$ cat config.mk
export PLATFORM = sky130hd
export DESIGN_NAME = uart_mem_loader
export DESIGN_NICKNAME = d
export VERILOG_FILES = /design/src/rtl/uart_mem_loader.sv
export SDC_FILE = /design/constraint.sdc
export NUM_CORES = 1
export LEC_CHECK = 0
export ABC_AREA = 1
export CAP_MARGIN = 20
export CORE_MARGIN = 2
export CORE_UTILIZATION = 45
export DETAILED_ROUTE_END_ITERATION = 16
export PLACE_DENSITY = 0.7
export RECOVER_POWER = 100
export SLEW_MARGIN = 40
export SYNTH_ARGS = -nofsm -noshare
export SYNTH_HDL_FRONTEND = slang
export SYNTH_SLANG_ARGS = --single-unit
$ cat constraint.sdc
create_clock -name clk -period 4.2 [get_ports clk]
set_clock_uncertainty 0.05 [all_clocks]
set_input_delay 0.84 -clock clk [delete_from_list [all_inputs] [get_ports clk]]
set_output_delay 0.84 -clock clk [all_outputs]
set_load 0.01 [all_outputs]
$ cat src/rtl/uart_mem_loader.sv
`default_nettype none
// ============================================================================
//  Module   : uart_mem_loader
//  Purpose  : Receives a length-prefixed byte stream on a UART RX pin (8N1,
//             LSB first) and writes the payload into a byte memory at
//             addresses 0..N-1. The header is a 16-bit little-endian length.
//  Ports    : clk, rst_n      - system clock, async active-low reset
//             rx              - serial input, idle high, asynchronous to clk
//             mem_addr/_write/_data_in - byte-wide memory write port
//             busy            - load in progress (first header byte onward)
//             load_done       - level, set after the final payload write
//             frame_err       - one-cycle pulse per bad stop bit or bad header
//  Revision : 1.0  initial release
// ============================================================================
module uart_mem_loader #(
    parameter int CLK_FREQ = 12_000_000,
    parameter int BAUD     = 9600
) (
    input  logic        clk,
    input  logic        rst_n,
    input  logic        rx,
    output logic [14:0] mem_addr,
    output logic        mem_write,
    output logic [7:0]  mem_data_in,
    output logic        busy,
    output logic        load_done,
    output logic        frame_err
);

    localparam int CLKS_PER_BIT = CLK_FREQ / BAUD;
    localparam int HALF_BIT     = CLKS_PER_BIT / 2;
    localparam int CNT_W        = (CLKS_PER_BIT > 1) ? $clog2(CLKS_PER_BIT) : 1;
    localparam logic [CNT_W-1:0] BIT_LAST  = CNT_W'(CLKS_PER_BIT - 1);
    localparam logic [CNT_W-1:0] HALF_LAST = CNT_W'(HALF_BIT - 1);
    localparam logic [15:0]      MAX_LEN   = 16'd32768;

    // ------------------------------------------------------------------
    // Two-flop synchronizer; reset to the idle (high) line level so a
    // reset never looks like a start bit.
    // ------------------------------------------------------------------
    logic rx_meta;
    logic rx_sync;

    always_ff @(posedge clk or negedge rst_n) begin
        if (!rst_n) begin
            rx_meta <= 1'b1;
            rx_sync <= 1'b1;
        end else begin
            rx_meta <= rx;
            rx_sync <= rx_meta;
        end
    end

    // ------------------------------------------------------------------
    // RX deserializer
    // ------------------------------------------------------------------
    typedef enum logic [1:0] {R_IDLE, R_START, R_DATA, R_STOP} rx_state_t;

    rx_state_t        rx_state;
    rx_state_t        rx_state_nxt;
    logic [CNT_W-1:0] clk_cnt;
    logic [2:0]       bit_cnt;
    logic [7:0]       shift;
    logic             byte_valid;
    logic             cnt_clear;
    logic             sample_bit;
    logic             stop_ok;
    logic             stop_bad;

    always_ff @(posedge clk or negedge rst_n) begin
        if (!rst_n) rx_state <= R_IDLE;
        else        rx_state <= rx_state_nxt;
    end

    always_comb begin
        rx_state_nxt = rx_state;
        cnt_clear    = 1'b0;
        sample_bit   = 1'b0;
        stop_ok      = 1'b0;
        stop_bad     = 1'b0;
        case (rx_state)
            R_IDLE: begin
                if (!rx_sync) begin
                    rx_state_nxt = R_START;
                    cnt_clear    = 1'b1;
                end
            end
            R_START: begin
                // Mid start bit: a high line here means the low was a glitch.
                if (clk_cnt == HALF_LAST) begin
                    cnt_clear    = 1'b1;
                    rx_state_nxt = rx_sync ? R_IDLE : R_DATA;
                end
            end
            R_DATA: begin
                if (clk_cnt == BIT_LAST) begin
                    cnt_clear  = 1'b1;
                    sample_bit = 1'b1;
                    if (bit_cnt == 3'd7) rx_state_nxt = R_STOP;
                end
            end
            R_STOP: begin
                if (clk_cnt == BIT_LAST) begin
                    cnt_clear    = 1'b1;
                    stop_ok      = rx_sync;
                    stop_bad     = !rx_sync;
                    rx_state_nxt = R_IDLE;
                end
            end
            default: rx_state_nxt = R_IDLE;
        endcase
    end

    // The shift register is not touched between the stop-bit sample and the
    // next start bit, so it doubles as the received-byte holding register.
    always_ff @(posedge clk or negedge rst_n) begin
        if (!rst_n) begin
            clk_cnt    <= '0;
            bit_cnt    <= 3'd0;
            shift      <= 8'd0;
            byte_valid <= 1'b0;
        end else begin
            byte_valid <= stop_ok;
            if (cnt_clear || rx_state == R_IDLE) clk_cnt <= '0;
            else                                 clk_cnt <= clk_cnt + CNT_W'(1);
            if (rx_state == R_IDLE) begin
                bit_cnt <= 3'd0;
            end else if (sample_bit) begin
                shift   <= {rx_sync, shift[7:1]};
                bit_cnt <= bit_cnt + 3'd1;
            end
        end
    end

    // ------------------------------------------------------------------
    // Loader
    // ------------------------------------------------------------------
    typedef enum logic [1:0] {L_HDR_LO, L_HDR_HI, L_PAYLOAD, L_DONE} ld_state_t;

    ld_state_t   ld_state;
    ld_state_t   ld_state_nxt;
    logic [7:0]  len_lo;
    logic [15:0] hdr_len;
    logic [14:0] ptr;
    logic [15:0] remaining;
    logic        take_lo;
    logic        take_hi;
    logic        write_byte;
    logic        finish;

    assign hdr_len = {shift, len_lo};

    always_ff @(posedge clk or negedge rst_n) begin
        if (!rst_n) ld_state <= L_HDR_LO;
        else        ld_state <= ld_state_nxt;
    end

    always_comb begin
        ld_state_nxt = ld_state;
        take_lo      = 1'b0;
        take_hi      = 1'b0;
        write_byte   = 1'b0;
        finish       = 1'b0;
        case (ld_state)
            L_HDR_LO, L_DONE: begin
                if (byte_valid) begin
                    take_lo      = 1'b1;
                    ld_state_nxt = L_HDR_HI;
                end
            end
            L_HDR_HI: begin
                if (byte_valid) begin
                    take_hi = 1'b1;
                    if (hdr_len > MAX_LEN)   ld_state_nxt = L_HDR_LO;
                    else if (hdr_len == 16'd0) ld_state_nxt = L_DONE;
                    else                     ld_state_nxt = L_PAYLOAD;
                end
            end
            L_PAYLOAD: begin
                // remaining reaches zero in the cycle the last write is on
                // the port, so completion lands one cycle after that write.
                if (remaining == 16'd0) begin
                    finish       = 1'b1;
                    ld_state_nxt = L_DONE;
                end else if (byte_valid) begin
                    write_byte = 1'b1;
                end
            end
            default: ld_state_nxt = L_HDR_LO;
        endcase
    end

    always_ff @(posedge clk or negedge rst_n) begin
        if (!rst_n) begin
            len_lo      <= 8'd0;
            ptr         <= 15'd0;
            remaining   <= 16'd0;
            mem_addr    <= 15'd0;
            mem_write   <= 1'b0;
            mem_data_in <= 8'd0;
            busy        <= 1'b0;
            load_done   <= 1'b0;
            frame_err   <= 1'b0;
        end else begin
            mem_write <= write_byte;
            frame_err <= stop_bad || (take_hi && hdr_len > MAX_LEN);
            if (take_lo) begin
                len_lo    <= shift;
                busy      <= 1'b1;
                load_done <= 1'b0;
            end
            if (take_hi) begin
                if (hdr_len > MAX_LEN) begin
                    busy <= 1'b0;
                end else if (hdr_len == 16'd0) begin
                    busy      <= 1'b0;
                    load_done <= 1'b1;
                end else begin
                    ptr       <= 15'd0;
                    remaining <= hdr_len;
                end
            end
            if (write_byte) begin
                mem_addr    <= ptr;
                mem_data_in <= shift;
                ptr         <= ptr + 15'd1;
                remaining   <= remaining - 16'd1;
            end
            if (finish) begin
                busy      <= 1'b0;
                load_done <= 1'b1;
            end
        end
    end

endmodule
`default_nettype wire

==> out/qor.yml <==
grtUsageMet2_pct: 28.22
cp_cell_sequence: "inv_1 > ha_1 > nand2_1 > nor2_1 > nand2_4 > nand2_1 > nor2_1 > clkbuf_1 > nand2_1 > nand2_1 > nand2_1 > nand2_1"
async_flop_share_pct: 100.0
setup_viol: 0
ctsResizeCount: 0
crit_slowest_cell: "nor2_1"
die_width_um: 109.1
clk_pin_slew_ps: 90
n_fill_cell: 1049
grt_util_met1_pct: 28.01
worstHoldPathType: "register to register"
netlist_top_cells_count: "nand2_1 (179), dfrtp_1 (93), inv_1 (66)"
period_minus_slack_ps: 2938
max_freq_mhz: 340.4
setup_tns_ps: 0
wl_per_cell_um: 13.63
fin_nets: 656
ir_drop_uv: 454.0
synthDistinctLibCells: 40
cts_sinks: 95
ys.flop_type: "dfrtp_1"
syn-cell-area_sq_um: 4971
start_util_pct: 46.06
synth_edf_count: 0
vias: 4024
synth_cells: 619
period_share_pct: 69.94
grt_util_all_layers_pct: 19.42
fp.dieH_um: 109.1
yosys_warnings: 0
grt-busiest-layer: "met2"
fin_util_pct: 50.46
drv_slew: 106
syn-num-nets: 632
cts_tree: "yes"
grt_max_degree: 82
met3_usage_pct: 4.842
slowest_delay_ps: 1210
post-place-ws_ps: 1871
worstPathRequired_ps: 4470
grt_pass1_wl_um: 17900
fin_ws_ps: 1262
port_buffers: 29
max_cap_viol_count: 2
core_sq_um: 10790
syn_to_final_growth_pct: 9.564
cpMostUsedCell: "nand2_1"
slew_headroom_pct: -31.50
place.gp.congestion: 0.9247
seq_area_frac_synth_pct: 47.87
timing.final.hold_violations: 0
crit_path_end_kind: "register"
routed_wl_um: 10740
root_buffer: "clkbuf_8"
num_rows: 38
gr-total-overflow: 0
clockBufferDepth: 2
drtIter0Drc: 247
syn_area_per_cell_sq_um: 8.031
multi_input_area_sq_um: 2101
tightest_slew_ps: 1973
synth_top_area_share_pct: 46.82
synth_seq_cells: 95
power_leakage_nw: 2.750
status: "finished, violations left"
critPathLaunchType: "register"
antennaDiodeCount: 0
stdcell_count: 788
antenna_found_initial: 0
worstPathArrival_ps: 3210
rsz0062_at_grt: "false"
synth.area.top_cells: "dfrtp_1 (47%), nand2_1 (14%), nand3_1 (5.6%)"
dp_hpwl_um: 7624
clk_latency_ps: 380
failed_checks: "capacitance limit, slew limit"
holdBufCountCts: 0
drc_errors: 0
cp_max_fo: 23
grt_pass1_vias: 3788
cts_made_buffers: 9
critPathKind: "register to register"
dieArea_sq_um: 11900
power.density_nw_per_um2: 302.5
drt-pass1-iter-count: 5
regArea_sq_um: 2380
post_cts_buffers: 0
io_pins: 30
synth_top_area_cell: "dfrtp_1"
drive_gt1_share_pct: 4.321
yosysMostFrequentCell: "nand2_1"
placed_cells: 772
viasPerCell: 5.107
htree_levels: 3
antenna_left: 0
path summary, 6_finish.rpt:
kind | start | to | slack, ps | depth (start not counted)
setup / recovery | remaining[0]$_DFFE_PN0P_ | remaining[8]$_DFFE_PN0P_ | 1260 | 12
hold / removal | rx_meta$_DFF_PN1_ | rx_sync$_DFF_PN1_ | 310 | 0
setup reg to reg | remaining[0]$_DFFE_PN0P_ | remaining[8]$_DFFE_PN0P_ | 1260 | 12
hold reg to reg | rx_meta$_DFF_PN1_ | rx_sync$_DFF_PN1_ | 310 | 0
max in group asynchronous | rst_n | ptr[3]$_DFFE_PN0P_ | 1570 | 2
min in group asynchronous | rst_n | mem_data_in[1]$_DFFE_PN0P_ | 960 | 1
critical path: cells and delay by family (launching register included):
kind / cells / cell delay, ps
adders and majority gates: 1 / 220
DFF: 1 / 390
and+or+nand+nor: 9 / 1760
buffers and inverters: 2 / 470
kinds of logic after synthesis:
kind of cell / after synthesis / share of synthesized area [%]
and+or+nand+nor: 331 / 28.82
DFF: 95 / 47.87
buffers and inverters: 87 / 7.853
AOI/OAI and AO/OA: 77 / 9.590
xor gates and xnor gates: 19 / 3.348
adders and majority gates: 10 / 2.517
registers in the layout (all words and copies together), names as in the netlist, 2 cells and up, named ones only:
register,flops
remaining,16
mem_addr,15
ptr,15
clk_cnt,11
len_lo,8
mem_data_in,8
shift,8
bit_cnt,3
ld_state,2
power by group:
part           switching (mW)  internal [mW]  leakage, nW
logic                  0.0176        0.00136         1.33
clock network           0.315          0.397        0.118
registers            0.000806          0.916         1.31
total                   0.334           1.31         2.75
metrics by stage:
stage	hold slack, ps	total power, mW	cell area [sq um]
CTS	312.0	1.674	5565
global placement	298.6	0.9556	5321
floorplan	295.2	0.9349	4971
detailed placement	299.1	0.9564	5330
finish	310.0	1.648	5446
global route	318.3	1.715	5446
area by class of cell:
cell class              count  share of cell area, %
multi-input cells         437                  38.57
clock buffers              11                  2.412
inverters                  68                  4.686
well taps                 140                  3.216
repair buffers             32                  5.513
flip-flops and latches     95                  43.69
clock inverters             5                  1.907
cells in the final DEF, fill, tap and decap left out, types with 2 or more instances in the layout:
master and count:
a21oi_1 6, a22o_1 2, bufinv_16 3, clkbuf_1 4, clkbuf_8 9, dfrtp_1 93, dfstp_2 2, dlygate4sd3_1 28
ha_1 10, inv_1 67, nand2_1 179, nand2_2 2, nand3_1 57, nand4_1 12, nor2_1 61, nor2_2 3
nor3_1 11, o21ai_0 59, o21ai_1 3, xnor2_1 5, xor2_1 14
routing by layer:
layer  wire, um  share of wire, %
met4        197               1.8
met3        481               4.5
met2       4706                44
met1       5356                50
met5          0                 0
Note: power is estimated with default switching activity, not from simulation.
